===== src/rtl/ours_axi4_b_resp_demux.sv =====
// B-channel return path: buffers downstream write responses and routes each beat to the port
// named by its info word. Define OURS_B_DEMUX_OUTSTANDING_CHK_EN for per-port outstanding tracking.
module ours_axi4_b_resp_demux #(
    parameter int BACKEND_DOMAIN = 0,
    parameter int N_INPUT        = 2,
    parameter int B_WIDTH        = 8,
    parameter int PORT_ID_LSB    = 2,
    parameter int BUF_DEPTH_B    = 2,
    parameter int CNT_W          = 4
) (
    input  logic                       clk,
    input  logic                       rstn,
    input  logic                       master_bvld,
    input  logic [B_WIDTH-1:0]         master_b,
    output logic                       master_brdy,
    output logic [N_INPUT-1:0]         slave_bvld,
    output logic [N_INPUT*B_WIDTH-1:0] slave_b,
    input  logic [N_INPUT-1:0]         slave_brdy,
    input  logic [N_INPUT-1:0]         slave_aw_hs,
    output logic [N_INPUT-1:0]         aw_stall,
    output logic                       orphan_err,
    output logic                       clk_en
);

    localparam int PORT_ID_W  = (N_INPUT > 1) ? $clog2(N_INPUT) : 1;
    localparam int PTR_W      = (BUF_DEPTH_B > 1) ? $clog2(BUF_DEPTH_B) : 1;
    localparam int FILL_W     = $clog2(BUF_DEPTH_B + 1);
    localparam logic [PTR_W-1:0]  LAST_PTR   = PTR_W'(BUF_DEPTH_B - 1);
    localparam logic [FILL_W-1:0] DEPTH_FILL = FILL_W'(BUF_DEPTH_B);

    generate
        if (N_INPUT < 1 || N_INPUT > 16 || BUF_DEPTH_B < 1 || BACKEND_DOMAIN < 0) begin : g_param_err
            $error("ours_axi4_b_resp_demux: illegal parameter combination");
        end
    endgenerate

    logic [B_WIDTH-1:0]   mem [BUF_DEPTH_B];
    logic [PTR_W-1:0]     wr_ptr;
    logic [PTR_W-1:0]     rd_ptr;
    logic [FILL_W-1:0]    fill;
    logic [B_WIDTH-1:0]   head;
    logic                 head_vld;
    logic                 push;
    logic                 pop;
    logic                 drop;
    logic                 legal;
    logic                 in_range;
    logic                 brdy_sel;
    logic [PORT_ID_W-1:0] sel;
    logic [4:0]           sel_ext;

    assign head_vld    = (fill != '0);
    assign master_brdy = (fill != DEPTH_FILL);
    assign push        = master_bvld & master_brdy;
    assign head        = mem[rd_ptr];
    assign sel         = head[PORT_ID_LSB +: PORT_ID_W];
    assign sel_ext     = 5'(sel);
    assign in_range    = (sel_ext < 5'(N_INPUT));

    always_ff @(posedge clk) begin
        if (push) begin
            mem[wr_ptr] <= master_b;
        end
    end

    always_ff @(posedge clk or negedge rstn) begin
        if (!rstn) begin
            wr_ptr <= '0;
            rd_ptr <= '0;
            fill   <= '0;
        end else begin
            if (push) begin
                wr_ptr <= (wr_ptr == LAST_PTR) ? '0 : wr_ptr + 1'b1;
            end
            if (pop) begin
                rd_ptr <= (rd_ptr == LAST_PTR) ? '0 : rd_ptr + 1'b1;
            end
            if (push & ~pop) begin
                fill <= fill + 1'b1;
            end else if (pop & ~push) begin
                fill <= fill - 1'b1;
            end
        end
    end

    // Illegal heads are discarded without ever presenting a valid to any port.
    always_comb begin
        slave_bvld = '0;
        brdy_sel   = 1'b0;
        for (int i = 0; i < N_INPUT; i++) begin
            if (sel_ext == 5'(i)) begin
                slave_bvld[i] = head_vld & legal;
                brdy_sel      = slave_brdy[i];
            end
        end
    end

    assign drop       = head_vld & ~legal;
    assign pop        = drop | (head_vld & legal & brdy_sel);
    assign orphan_err = drop;
    assign slave_b    = {N_INPUT{head}};

`ifdef OURS_B_DEMUX_OUTSTANDING_CHK_EN
    logic [CNT_W-1:0]   cnt [N_INPUT];
    logic [CNT_W-1:0]   cnt_sel;
    logic [N_INPUT-1:0] dec;
    logic               cnt_busy;

    always_comb begin
        cnt_sel  = '0;
        cnt_busy = 1'b0;
        dec      = '0;
        aw_stall = '0;
        for (int i = 0; i < N_INPUT; i++) begin
            if (sel_ext == 5'(i)) begin
                cnt_sel = cnt[i];
            end
            if (cnt[i] != '0) begin
                cnt_busy = 1'b1;
            end
            aw_stall[i] = (cnt[i] == '1);
            dec[i]      = head_vld & legal & brdy_sel & (sel_ext == 5'(i));
        end
    end

    assign legal = in_range & (cnt_sel != '0);

    // A simultaneous issue and retire cancels even at saturation.
    always_ff @(posedge clk or negedge rstn) begin
        if (!rstn) begin
            for (int i = 0; i < N_INPUT; i++) begin
                cnt[i] <= '0;
            end
        end else begin
            for (int i = 0; i < N_INPUT; i++) begin
                if (slave_aw_hs[i] & ~dec[i] & ~aw_stall[i]) begin
                    cnt[i] <= cnt[i] + 1'b1;
                end else if (dec[i] & ~slave_aw_hs[i]) begin
                    cnt[i] <= cnt[i] - 1'b1;
                end
            end
        end
    end

    assign clk_en = ~rstn | master_bvld | head_vld | (|slave_aw_hs) | cnt_busy;
`else
    logic unused_aw_hs;

    assign unused_aw_hs = ^slave_aw_hs;
    assign legal        = in_range;
    assign aw_stall     = '0;
    assign clk_en       = ~rstn | master_bvld | head_vld;
`endif

endmodule


===== config.mk =====
export PLATFORM = sky130hd
export DESIGN_NAME = ours_axi4_b_resp_demux
export DESIGN_NICKNAME = d
export VERILOG_FILES = /design/src/rtl/ours_axi4_b_resp_demux.sv
export SDC_FILE = /design/constraint.sdc
export NUM_CORES = 1
export LEC_CHECK = 0
export BUFFER_PORTS_ARGS = -buffer_cell sky130_fd_sc_hd__buf_4
export CORE_MARGIN = 1.5
export CORE_UTILIZATION = 30
export CTS_CLUSTER_DIAMETER = 200
export DETAILED_ROUTE_END_ITERATION = 7
export SLEW_MARGIN = 20
export SYNTH_ARGS = -nofsm -noshare
export SYNTH_HDL_FRONTEND = slang
export SYNTH_SLANG_ARGS = --single-unit

===== constraint.sdc =====
create_clock -name clk -period 4.2 [get_ports clk]
set_input_delay 0.84 -clock clk [delete_from_list [all_inputs] [get_ports clk]]
set_output_delay 0.84 -clock clk [all_outputs]
set_load 0.005 [all_outputs]

Yosys cells after proc, flatten, opt, wreduce, memory -nomap -nowiden. Memory sizes are Yosys's and may differ from the RTL's. Index checks and enable logic that the tools add are counted.

Output and inout port bits: 23. Flip-flop bits (word level): 4. Memories: 1. RAM bits: 16. Logic and storage cells: 36.

Memories: mem (words 2, width 8, read ports 1, clocked after memory_dff 0, wr ports 1, line 37) `logic [B_WIDTH-1:0] mem [BUF_DEPTH_B];`.

Reductions and logical operators: 3. Order comparisons: 1. Bitwise logic cells: 13. Mux-type cells: 10. Equality and inequality tests: 1. Add/sub/neg operators: 4.

Operators by type and width (count): 2-to-1 mux 1 bit (8); AND 1 bit (6); logical NOT 5 bit (1); 2-to-1 mux 2 bit (2); NOT 1 bit (4); nonzero test 2 bit (2); bitwise OR 1 bit (3); adder 1 bit, second input constant (2); adder 2 x 1 -> 2 bit, second input constant (1); < comparator 1 x 2 -> 1 bit, second input constant (1); != test 2 bit, second input constant (1); subtractor 2 x 1 -> 2 bit, second input constant (1).

Logic depth before layout (Yosys ltp). An unclocked memory read counts as a cell.

Depth in word-level cells: 9. Depth in mapped cells: 8. Depth with buffers taken out: 7.

Worst setup path before layout. No wires, ideal clock.

Path kind: reg2out. From: register rd_ptr. To: output slave_b[10]. Data arrival time: 0.990 ns. Cell stages (with the launch flop): 5. Setup slack: 2.370 ns. Path through: dfrtp_1 > buf_6 > mux2i_1 > inv_1 > buf_4.

Longest elaborated chain between the ends: 1.

RTL lines: start: declaration (line 39) `logic [PTR_W-1:0] rd_ptr;`; start signal: assignment (line 76) `rd_ptr <= (rd_ptr == LAST_PTR) ? '0 : rd_ptr + 1'b1;`; memory (2 x 8 bit); end: declaration (line 17) `output logic [N_INPUT*B_WIDTH-1:0] slave_b,`.

Every way passes these cells.

Worst setup path in the final report.
From: register rd_ptr. To: output slave_bvld[0].

Longest elaborated chain between the ends: 4. Elaborated cells on any way between the ends: 5. Classes of those cells: order compare: 1; mux: 1; bitwise: 1; reduce/logical: 1; memory: 1.

RTL lines: memory (2 x 8 bit) *; < comparator 1 x 2 -> 1 bit (line 58) `assign in_range = (sel_ext < 5'(N_INPUT));`; AND 1 bit (line 92) `slave_bvld[i] = head_vld & legal;`; 2-to-1 mux 1 bit * (line 91) `if (sel_ext == 5'(i)) begin`; end: declaration (line 16) `output logic [N_INPUT-1:0] slave_bvld,`.

Mark *: on every way between the ends. The rest lies on a longest branch, timed or not.

==> run metrics <==
core area=2810 um^2; IO Port Bufs=32; WHS=roughly 0.33 ns; first-pass GRT wire length=2.22 mm; DR WL/cell=11.9 um; Leak=between 0.4 and 0.5 nW; antenna violations before repair=0; Starting Density=32.0%; setup violators final=0; slew margin rel.=50.9%; slew of the pin with the lowest slew margin=0.734 ns; TritonCTS Buffers=3; max frequency=0.403 GHz; CP endpoint kind=output pin; share of cells above drive strength 1=48.3%; number of diodes=0; CTS Hold Bufs=0; unique cell type count in the Yosys netlist=17; vias in the first global route=506; outcome=finished with violations; cell row count=19; vias per cell=4.34; area occupied by multi-input gates=219 um^2; Post-Syn Instances=slightly above 60; Routed WL=roughly 1.4 mm; post-route ant nets=0; DR vias=roughly 510; Slew Limit Fails=0; DRC viols=5; Seq/Total Area, Yosys=about two thirds; Tot Pwr=0.000718 W; Clock Path Buffers=2; RSZ-0062 raised after global routing=false; DIE AREA=3330 um^2; setup bufs post-CTS=0; Die H=approximately 58 um; post_cts resized=0; clk_skew=0.00286 ns; clock period minus worst slack=around 2.5 ns; Die X-Extent=57.7 um; Post-Route Utilization=39.7%; CTS H-tree lvls=1; nets@finish=105; Hold Fails Final Rpt=0; largest net degree at the start of global routing=11; drt first-iter violations=11; failing checks=design-rule violations; critical path peak fanout=9; Initial DRT Pass Iterations=7; hpwl dp=1.07 mm; TritonCTS clock tree=done; number of fillers in the final layout=roughly 280; Min-Delay Path Class=input pin to asynchronous set/reset pin; clock sink count=20; pwr dens=646 nW/um^2; Area growth, synth to finish=24.0%; startpoint type of the worst setup path=flop; Max IR drop VDD=295 uV; Mapped Avg Cell Area=approximately 14 um^2; Reg2Reg Setup Slack=2.16 ns; GRT overflow=0; final worst path period share=59.1%; register bit total from synthesis=20; routability cong.=0.658; worst path required time=3.36 ns; global-route usage over all layers=between 8 and 9%; # IOs=38; post-synthesis cell area=897 um^2; max_cap viols=0; critical path arrival=1.64 ns; Crit Path Class=flop to output pin; Clock Latency Late Sink=0.28 ns; Root Driver=clkbuf_4; setup_tns=0 ns; FF/Latch Area=581 um^2; Ys Warns=0; Reg clk slew, reported paths=about 0.10 ns
layout by cell type, fill, tap and decap left out, drive strengths merged:
| cell type | netlist | final |
|---|---|---|
| ha | 1 | 1 |
| nand2b | 1 | 1 |
| xor2 | 3 | 3 |
| dfrtp | 4 | 4 |
| nand2 | 1 | 1 |
| inv | 3 | 3 |
| buf | 12 | 32 |
| clkbuf | 0 | 3 |
| nand3b | 1 | 1 |
| mux2 | 7 | 7 |
| mux2i | 2 | 2 |
| edfxtp | 16 | 16 |
| o21ai | 2 | 2 |
| nor2 | 5 | 5 |
| xnor2 | 2 | 2 |
| conb | 1 | 3 |
| and3 | 1 | 1 |
cells by family after synthesis:
family,count (synthesis),synth area share [%]
buf+inv,15,11.7
fa+ha+maj,1,1.39
compound gates,2,1.12
xor+xnor,5,4.88
flops,20,64.7
mux,9,11.0
other cells,1,0.418
simple gates,9,4.74
path summary, 6_finish.rpt:
check                      cells past startpoint            end    from
hold reg to reg                                1         wr_ptr  wr_ptr
setup / recovery                               4  slave_bvld[0]  rd_ptr
min in group clk                               1         wr_ptr  wr_ptr
hold / removal                                 1        fill[0]    rstn
max in group asynchronous                      1         wr_ptr    rstn
setup reg to reg                               7        fill[1]  rd_ptr
per-layer routing:
metal | global-route usage [%] | vias to the layer above | share of wire [%]
met5 | 0 | - | 0
met4 | 2.99 | 0 | 0
met3 | 2.68 | 0 | 7.9
met2 | 15.1 | 24 | 49
met1 | 10.7 | 238 | 43
li1 | - | 250 | -
through the flow:
stage,setup slack [ns],cells,cell area (um^2)
detailed placement,2.01,115,1090
CTS,1.66,118,1110
finish,1.72,118,1110
global placement,2.01,115,1090
floorplan,2.37,64,905
global route,1.52,118,1110
critical path: stages (launching register included):
cell and delay, ns:
dfrtp_1 0.61, mux2i_1 0.37, inv_1 0.14, nor2_1 0.13, buf_4 0.12
registers in the layout (all words and copies together) (netlist names):
register / cells
mem: 16
fill: 2
rd_ptr: 1
wr_ptr: 1
synth_stat cells:
master | count | share of area [%]
edfxtp_1 | 16 | 54
buf_4 | 11 | 9.2
mux2_2 | 7 | 8.8
nor2_1 | 5 | 2.1
dfrtp_1 | 4 | 11
inv_1 | 3 | 1.3
xor2_1 | 3 | 2.9
mux2i_1 | 2 | 2.2
o21ai_0 | 2 | 1.1
xnor2_1 | 2 | 2.0
and3_1 | 1 | 0.70
buf_6 | 1 | 1.3
conb_1 | 1 | 0.42
ha_1 | 1 | 1.4
nand2_1 | 1 | 0.42
nand2b_1 | 1 | 0.70
nand3b_1 | 1 | 0.84
power by group:
part	switching, W	leakage (nW)	internal (W)
Combinational	0.000127	0.268	0.000185
Clock	0.0000514	0.0138	0.0000333
Sequential	0.0000436	0.195	0.000278
cell type report:
cell class	count	area share, %
Multi-Input combinational cell	29	19.7
Timing Repair Buffer	32	21.6
Tap cell	31	3.49
Clock buffer	3	2.02
Inverter	3	1.01
Sequential cell	20	52.2
Power figures use the tool's default switching activity.
